===== config.mk =====
export PLATFORM = sky130hd
export DESIGN_NAME = sr04_dist_filter
export DESIGN_NICKNAME = d
export VERILOG_FILES = /design/src/rtl/sr04_dist_filter.sv
export SDC_FILE = /design/constraint.sdc
export NUM_CORES = 1
export LEC_CHECK = 0
export ABC_AREA = 0
export BUFFER_PORTS_ARGS = -buffer_cell sky130_fd_sc_hd__buf_2
export CAP_MARGIN = 40
export CORE_ASPECT_RATIO = 0.8
export CORE_MARGIN = 5
export CORE_UTILIZATION = 55
export DETAILED_ROUTE_END_ITERATION = 8
export MAX_ROUTING_LAYER = met4
export PLACE_DENSITY = 0.73
export SLEW_MARGIN = 30
export SYNTH_ARGS = -nofsm -noshare
export SYNTH_HDL_FRONTEND = slang
export SYNTH_SLANG_ARGS = --single-unit

===== constraint.sdc =====
create_clock -name clk -period 4.15 [get_ports clk]
set_clock_uncertainty 0.1 [all_clocks]
set_input_delay 0.6225 -clock clk [delete_from_list [all_inputs] [get_ports clk]]
set_output_delay 0.6225 -clock clk [all_outputs]
set_load 0.03 [all_outputs]

===== src/rtl/sr04_dist_filter.sv =====
// ---------------------------------------------------------------------------
// sr04_dist_filter
//
// Post-processing for SR04 distance measurements. Each completed measurement
// (dist_in qualified by the one-cycle dist_done strobe) is range-checked.
// Out-of-range samples are counted and otherwise ignored. In-range samples go
// into a 2^N_LOG2-deep moving-average window. Once the window has been filled,
// every accepted sample produces a smoothed distance with a one-cycle valid
// strobe and a hysteretic proximity flag.
//
// Pipeline (dist_done sampled at edge T):
//   T   stage 0 : register sample + accept flag, count rejects
//   T+1 stage 1 : window write, running-sum update, pointer/fill advance
//   T+2 stage 2 : average, near flag, avg_valid strobe (only when full)
//
// Ports:
//   clk        in   system clock
//   rst        in   synchronous reset, active-high
//   dist_in    in   [9:0] distance in cm, valid while dist_done=1
//   dist_done  in   one-cycle measurement strobe
//   avg_dist   out  [9:0] floor(window sum / 2^N_LOG2)
//   avg_valid  out  one-cycle strobe; avg_dist and near updated this cycle
//   near       out  proximity flag with hysteresis (NEAR_ON / NEAR_OFF)
//   filled     out  high once the window has been filled, until rst
//   drop_cnt   out  [7:0] saturating count of rejected samples
//   dbg_state  out  filter FSM state (0 = FILL, 1 = RUN)
//
// Handshake: dist_done is a valid-only strobe with no backpressure; one sample
// per cycle is accepted. avg_valid is likewise a valid-only strobe; consumers
// must take avg_dist/near in the cycle avg_valid is high.
// ---------------------------------------------------------------------------
module sr04_dist_filter #(
  parameter int N_LOG2   = 2,
  parameter int MAX_DIST = 400,
  parameter int NEAR_ON  = 20,
  parameter int NEAR_OFF = 25
) (
  input  logic       clk,
  input  logic       rst,
  input  logic [9:0] dist_in,
  input  logic       dist_done,
  output logic [9:0] avg_dist,
  output logic       avg_valid,
  output logic       near,
  output logic       filled,
  output logic [7:0] drop_cnt,
  output logic       dbg_state
);

  localparam int DEPTH = 1 << N_LOG2;
  localparam int SUM_W = 10 + N_LOG2;
  localparam int CNT_W = N_LOG2 + 1;

  localparam logic ST_FILL = 1'b0;
  localparam logic ST_RUN  = 1'b1;

  // stage 0
  logic             s0_vld_q, s0_vld_d;
  logic [9:0]       s0_data_q, s0_data_d;
  logic [7:0]       drop_cnt_q, drop_cnt_d;

  // stage 1
  logic [9:0]       win_q [DEPTH];
  logic [9:0]       win_d [DEPTH];
  logic [SUM_W-1:0] sum_q, sum_d;
  logic [N_LOG2-1:0] wr_ptr_q, wr_ptr_d;
  logic [CNT_W-1:0] fill_cnt_q, fill_cnt_d;
  logic             s1_vld_q, s1_vld_d;

  // stage 2
  logic             state_q, state_d;
  logic [9:0]       avg_q, avg_d;
  logic             avg_valid_q, avg_valid_d;
  logic             near_q, near_d;

  logic             accept;
  logic             reject;
  logic             emit;
  logic [9:0]       new_avg;

  // ---------------- stage 0: range check ----------------
  always_comb begin
    accept = dist_done && (dist_in != 10'd0) && (dist_in <= 10'(MAX_DIST));
    reject = dist_done && !accept;

    s0_vld_d  = accept;
    s0_data_d = accept ? dist_in : s0_data_q;

    drop_cnt_d = drop_cnt_q;
    if (reject && (drop_cnt_q != 8'hFF)) begin
      drop_cnt_d = drop_cnt_q + 8'd1;
    end
  end

  // ---------------- stage 1: window / running sum ----------------
  always_comb begin
    for (int i = 0; i < DEPTH; i++) begin
      win_d[i] = win_q[i];
    end
    sum_d      = sum_q;
    wr_ptr_d   = wr_ptr_q;
    fill_cnt_d = fill_cnt_q;
    s1_vld_d   = s0_vld_q;

    if (s0_vld_q) begin
      // The slot being overwritten is the oldest sample (or 0 while filling),
      // so the sum always equals the sum of the window contents. Intermediate
      // wrap in the subtraction cancels out because the result fits.
      sum_d           = sum_q - SUM_W'(win_q[wr_ptr_q]) + SUM_W'(s0_data_q);
      win_d[wr_ptr_q] = s0_data_q;
      wr_ptr_d        = wr_ptr_q + N_LOG2'(1);
      if (fill_cnt_q != CNT_W'(DEPTH)) begin
        fill_cnt_d = fill_cnt_q + CNT_W'(1);
      end
    end
  end

  // ---------------- stage 2: average, near, FSM ----------------
  always_comb begin
    // fill_cnt_q already includes the sample now in stage 2, so a full count
    // here also covers the sample that completes the window.
    emit    = s1_vld_q && (fill_cnt_q == CNT_W'(DEPTH));
    new_avg = sum_q[N_LOG2+9:N_LOG2];

    avg_valid_d = emit;
    avg_d       = avg_q;
    near_d      = near_q;
    state_d     = state_q;

    if (emit) begin
      avg_d = new_avg;
      if (new_avg <= 10'(NEAR_ON)) begin
        near_d = 1'b1;
      end else if (new_avg >= 10'(NEAR_OFF)) begin
        near_d = 1'b0;
      end
    end

    case (state_q)
      ST_FILL: if (emit) state_d = ST_RUN;
      ST_RUN:  state_d = ST_RUN;
      default: state_d = ST_FILL;
    endcase
  end

  // ---------------- registers ----------------
  always_ff @(posedge clk) begin
    if (rst) begin
      s0_vld_q    <= 1'b0;
      s0_data_q   <= '0;
      drop_cnt_q  <= '0;
      for (int i = 0; i < DEPTH; i++) begin
        win_q[i] <= '0;
      end
      sum_q       <= '0;
      wr_ptr_q    <= '0;
      fill_cnt_q  <= '0;
      s1_vld_q    <= 1'b0;
      state_q     <= ST_FILL;
      avg_q       <= '0;
      avg_valid_q <= 1'b0;
      near_q      <= 1'b0;
    end else begin
      s0_vld_q    <= s0_vld_d;
      s0_data_q   <= s0_data_d;
      drop_cnt_q  <= drop_cnt_d;
      for (int i = 0; i < DEPTH; i++) begin
        win_q[i] <= win_d[i];
      end
      sum_q       <= sum_d;
      wr_ptr_q    <= wr_ptr_d;
      fill_cnt_q  <= fill_cnt_d;
      s1_vld_q    <= s1_vld_d;
      state_q     <= state_d;
      avg_q       <= avg_d;
      avg_valid_q <= avg_valid_d;
      near_q      <= near_d;
    end
  end

  assign avg_dist  = avg_q;
  assign avg_valid = avg_valid_q;
  assign near      = near_q;
  assign filled    = (state_q == ST_RUN);
  assign drop_cnt  = drop_cnt_q;
  assign dbg_state = state_q;

endmodule


==> impl_metrics.toml, run 1 <==
[route]
drtPass1Iterations = 4
avgViaCountPerCell = 5.47
route.detailed.drc = 0
drt_iter0_drc = 257
ant_nets = 0
num_vias = 3657
wl_per_cell_microns = 15.6
wl_microns = 10400

[place]
place.port_buffers = 34
place_congestion = 0.844
placed_area_sq_mm = 0.00475
dp.cells = 651
dp_slack_ps = 574
dp_hpwl_microns = 7690

[sta]
setup_violations = 0
slew_headroom_pct = 49.5
hold_ws_ps = 352
fmax_mhz = 282
hold_violations = 0
final.period_utilization_pct = 85.3
worst_pin_slew_ps = 756
grt_setup_unrepaired = "no"
slew_viol_final = 0
setup_slack_ps = 608
min_period_ps = 3540
finalSetupTns_ps = 0

[die]
core_area_sq_mm = 0.00802
die_height_microns = 91.5
placementRows = 29
start_util_pct = 57.0
io_pins = 35
die_w_microns = 112
die_area_sq_mm = 0.0102

[cells_and_area]
syn2layout_area_growth_pct = 8.96
drive_above_1_share_pct = 12.9
layout.nets = 598
final_cell_area_sq_mm = 0.00498
mostFrequentLayoutCells = "114 x nand2_1, 92 x dfxtp_1, 74 x a21oi_1, 47 x inv_1, 38 x nor2_1"
final-instance-count-excl-fill = 668
final_common_cell = "nand2_1"
num_antenna_cells = 0
final_core_util_pct = 62.1

[synthesis]
synth.distinct_cells = 55
yosys.area.top_type_share_pct = 40.3
synth_area_leaders = "dfxtp_1 40%, nand2_1 9.4%, a21oi_1 8.1%"
synthCells = 532
synth_area_sq_mm = 0.00457
yosys_most_used_dff = "dfxtp_1"
synth_edf_count = 0
synth_top_cell_by_area = "dfxtp_1"
ys_seq_elements = 92
syn_nets = 575
seq_area_frac_synth_pct = 40.3
avgSynthCellArea_sq_um = 8.58
synth-async-reset-ratio_pct = 0
yosysWarningCount = 0

[clock_network]
clkTransAtPathRegs_ps = 90
h-tree-depth = 3
post_cts_buffers = 0
ctsHoldBuffers = 0
clock-sinks = 92
numCtsBuffers = 9
cts_tree = "built"
clk_path_buf_depth = 2
postCtsResizedCells = 0
clockRootBuffer = "clkbuf_8"
worstSkewPairLatency_ps = 380

[critical_path]
reg2reg_slack_ps = 610
cp_slowest_cell = "dfxtp_1"
crit_path_end_kind = "flip-flop"
crit_family = "compound AO/OA/AOI/OAI gates"
crit_type = "flip-flop to flip-flop"
rr_endpoint = "sum_q[9]"
path_cells = "mux4_2 > fa_1 > inv_1 > ha_1 > a211oi_1 > o211ai_1 > a41oi_1 > xor2_1 > o21ai_1"
required_ps = 4310
max_stage_delay_ps = 720
worst_setup_path_start_kind = "flip-flop"
path_max_fanout = 10
worst-path-buf-inv = 1
r2r_cells = 9
arrival_ps = 3710

[worst_hold_path]
hp-start = "avg_dist[5]"
holdPathEnd = "avg_dist[5]"
worst_hold_path.num_cells = 2
min_path_type = "flip-flop to flip-flop"

[power]
vdd_ir_drop_max_mv = 0.202
power.leakage_nw = 1.90
pwr_density_cell_mw_per_mm2 = 373
p_total_mw = 1.85

[global_routing]
grt_overflow = 0
grt_usage_pct = 21.8
antenna_found_initial = 0
grt_first_pass_wirelength_microns = 17500
grt_max_degree = 49
grt_pass1_vias = 3635

[outcome]
status = "complete, no violations"

[job]
maxCapViolCount = 0
-- logic make-up after synthesis --
group,share of synthesized area (%)
buffers and inverters,6.77
AOI/OAI and AO/OA,15.1
DFF,40.3
muxes,6.58
xor gates and xnor gates,2.49
adders and majority gates,9.86
and+or+nand+nor,18.8
-- flip-flops by register name, indices dropped and copies added, names as in the netlist, named ones only --
name        count
s1_vld_q        1
fill_cnt_q      3
sum_q          12
avg_valid       1
avg_dist       10
near            1
dbg_state       1
wr_ptr_q        2
s0_data_q      10
drop_cnt        8
s0_vld_q        1
win_q          40
-- worst reg2reg max path: cells and delay by family, from the launching register on --
kind / cells / cell delay, ps
buffers and inverters: 1 / 70
AO/OA/AOI/OAI: 4 / 930
XOR/XNOR: 1 / 170
multiplexers: 1 / 590
adder cells (fa/ha/maj): 2 / 860
flip-flops: 1 / 720
-- per-layer routing --
| metal | share of wire [%] | vias up | routed length [microns] | track usage [%] |
|---|---|---|---|---|
| met4 | 1.3 | 0 | 136 | 4.86 |
| met2 | 47 | 70 | 4940 | 33.5 |
| met5 | 0 | - | 0 | - |
| met1 | 46 | 1754 | 4760 | 28.6 |
| met3 | 5.4 | 11 | 559 | 6.25 |
| li1 | - | 1822 | - | - |
-- cells in the mapped netlist, types with 2 or more instances --
| cell | instances |
|---|---|
| and2_1 | 5 |
| o21ai_1 | 4 |
| o211ai_1 | 4 |
| and3_1 | 4 |
| nand2b_1 | 4 |
| o31ai_1 | 3 |
| a21oi_1 | 74 |
| nand2_1 | 114 |
| inv_1 | 47 |
| nor2b_1 | 3 |
| o21ai_0 | 3 |
| nand4_1 | 2 |
| o21a_1 | 2 |
| a31oi_1 | 2 |
| a211oi_1 | 8 |
| nor3_1 | 4 |
| fa_1 | 10 |
| buf_2 | 2 |
| mux2i_1 | 6 |
| buf_1 | 8 |
| xnor2_1 | 12 |
| mux4_2 | 10 |
| a21o_1 | 5 |
| nor2_1 | 38 |
| nand3_1 | 7 |
| ha_1 | 20 |
| dfxtp_1 | 92 |
| buf_6 | 3 |
| clkbuf_1 | 10 |
-- worst max-delay path by stage --
| stage | cells after the start | slack, ps | end | startpoint |
|---|---|---|---|---|
| 2_1_floorplan | 9 | 1060 | sum_q[6] | flip-flop |
| 3_3_place_gp | 9 | 690 | sum_q[9] | flip-flop |
| 3_5_place_dp | 9 | 570 | sum_q[9] | flip-flop |
| 4_1_cts | 9 | 560 | sum_q[9] | flip-flop |
| 5_1_grt | 9 | 330 | sum_q[9] | flip-flop |
| 6_report | 9 | 610 | sum_q[9] | flip-flop |
-- cell type report --
type                       instances  area [sq um]
fill                             704          3040
multi-input combinational        368          2420
sequential                        92          1840
timing repair buffer              37           205
inverter                          47           176
clock buffer                      10           138
tap                              108           135
clock inverter                     6          63.8
-- report_power, final --
group          internal [mW]  switching, mW  leakage, nW
combinational          0.136          0.182         1.06
clock                  0.293          0.321       0.0983
sequential             0.899         0.0217        0.743
total                   1.33          0.525         1.90
Note: power is estimated with default switching activity, not from simulation.
==> run 2, diff against run 1 <==
==> constraint.sdc (replaced) <==
create_clock -name clk -period 4.5 [get_ports clk]
set_clock_uncertainty 0.1 [all_clocks]
set_input_delay 0.675 -clock clk [delete_from_list [all_inputs] [get_ports clk]]
set_output_delay 0.675 -clock clk [all_outputs]
set_load 0.03 [all_outputs]
==> impl_metrics.toml, run 2 (same netlist as run 1, synthesis figures left out) <==
[route]
wl_microns = 10200
drtPass1Iterations = 5
avgViaCountPerCell = 5.58
route.detailed.drc = 0
wl_per_cell_microns = 15.3
ant_nets = 0
drt_iter0_drc = 257
num_vias = 3728

[cells_and_area]
num_antenna_cells = 0
layout.nets = 598
mostFrequentLayoutCells = "114 x nand2_1, 92 x dfxtp_1, 74 x a21oi_1, 47 x inv_1, 38 x nor2_1"
top_regs = "win_q: 40 flops, sum_q: 12 flops"
syn2layout_area_growth_pct = 9.12
drive_above_1_share_pct = 12.7
final_common_cell = "nand2_1"
final-instance-count-excl-fill = 668
largest_register_ff_count = 40
regMostFlops = "win_q"
final_cell_area_sq_mm = 0.00498

[sta]
hold_violations = 0
final.period_utilization_pct = 77.9
min_period_ps = 3510
grt_setup_unrepaired = "no"
slew_viol_final = 0
finalSetupTns_ps = 0
hold_ws_ps = 356
slew_headroom_pct = 57.6
setup_violations = 0
fmax_mhz = 285
worst_pin_slew_ps = 635

[place]
place_congestion = 0.828
dp.cells = 652
dp_hpwl_microns = 7540
placed_area_sq_mm = 0.00476
place.port_buffers = 34

[outcome]
status = "complete, no violations"

[critical_path]
path_cells = "mux4_2 > fa_1 > inv_1 > ha_1 > a211oi_1 > o211ai_1 > a41oi_1 > xor2_1 > o21ai_1"
crit_type = "flip-flop to flip-flop"
arrival_ps = 3660
worst_setup_path_start_kind = "flip-flop"
max_stage_delay_ps = 710
crit_path_end_kind = "flip-flop"
path_max_fanout = 10
cp_slowest_cell = "dfxtp_1"
required_ps = 4650

[clock_network]
ctsHoldBuffers = 0
numCtsBuffers = 9
cts_tree = "built"
clk_path_buf_depth = 2
worstSkewPairLatency_ps = 360
clock-sinks = 92
clkTransAtPathRegs_ps = 90
post_cts_buffers = 0
postCtsResizedCells = 0
clockRootBuffer = "clkbuf_8"
h-tree-depth = 3

[power]
p_switching_uw = 491
seqPwrFrac_pct = 48.2
p_clk_share_pct = 35.4
combPwrFrac_pct = 16.4
power.leakage_nw = 1.90
switching_share_pct = 27.8
vdd_ir_drop_max_mv = 0.183
pwr_density_cell_mw_per_mm2 = 354
p_int_mw = 1.27

[global_routing]
grt_usage_pct = 21.5
grt_overflow = 0
grt_max_degree = 52
grt_first_pass_wirelength_microns = 17600
grt_pass1_vias = 3542
antenna_found_initial = 0

[die]
die_height_microns = 91.5
core_area_sq_mm = 0.00802
die_area_sq_mm = 0.0102
die_w_microns = 112
io_pins = 35
start_util_pct = 57.0
placementRows = 29

[worst_hold_path]
min_path_type = "flip-flop to flip-flop"

[job]
maxCapViolCount = 0
run 2: cell types whose count changed in the layout (fill, tap and decap cells not counted), sizes merged:
cell / before / now
clkinv: 3 / 1
bufinv: 1 / 2
inv: 47 / 49
clkinvlp: 2 / 1
run 2: per-stage QoR:
| stage | setup WS [ps] | power (mW) | util (%) |
|---|---|---|---|
| after floorplan | 1410 | 1.09 | - |
| after global placement | 1040 | 1.14 | 59.4 |
| after detailed placement | 1020 | 1.15 | 59.4 |
| after CTS | 955 | 1.77 | 62.1 |
| after global routing | 731 | 1.85 | 62.1 |
| final | 994 | 1.76 | 62.1 |
run 2: per-layer routing:
| layer | track usage (%) | routed length (microns) | vias up |
|---|---|---|---|
| met2 | 33.1 | 4790 | 91 |
| met4 | 6.08 | 126 | 0 |
| met3 | 3.85 | 554 | 14 |
| met1 | 29.1 | 4770 | 1797 |
| li1 | - | - | 1826 |
| met5 | - | 0 | - |
run 2: power by group through the flow:
stage / sequential [mW] / clock, mW / combinational (mW)
floorplan: 0.863 / 0 / 0.228
global placement: 0.868 / 0 / 0.274
detailed placement: 0.868 / 0 / 0.285
CTS: 0.849 / 0.636 / 0.288
global route: 0.853 / 0.674 / 0.323
finish: 0.849 / 0.624 / 0.289
run 2: worst max-delay path: cells and delay by family (launching register included):
kind            cells  cell delay, ps
flops               1             710
xor+xnor            1             180
mux                 1             590
buf+inv             1              70
fa+ha+maj           2             850
compound gates      4             890
run 2: layout make-up:
class                   instances  area [sq um]
clock inverters                 6          93.8
fillers                       715          3040
multi-input cells             368          2420
well taps                     108           135
repair buffers                 37           193
inverters                      47           176
flip-flops and latches         92          1840
clock buffers                  10           128
run 2: worst paths after layout:
| check | end | from | cells past startpoint | slack (ps) |
|---|---|---|---|---|
| worst max-delay path | sum_q[9] | flip-flop | 9 | 990 |
| worst min-delay path | avg_dist[6] | avg_dist[6] | 2 | 360 |
| worst max register to register | sum_q[9] | flip-flop | 9 | 990 |
| worst min register to register | avg_dist[6] | avg_dist[6] | 2 | 360 |
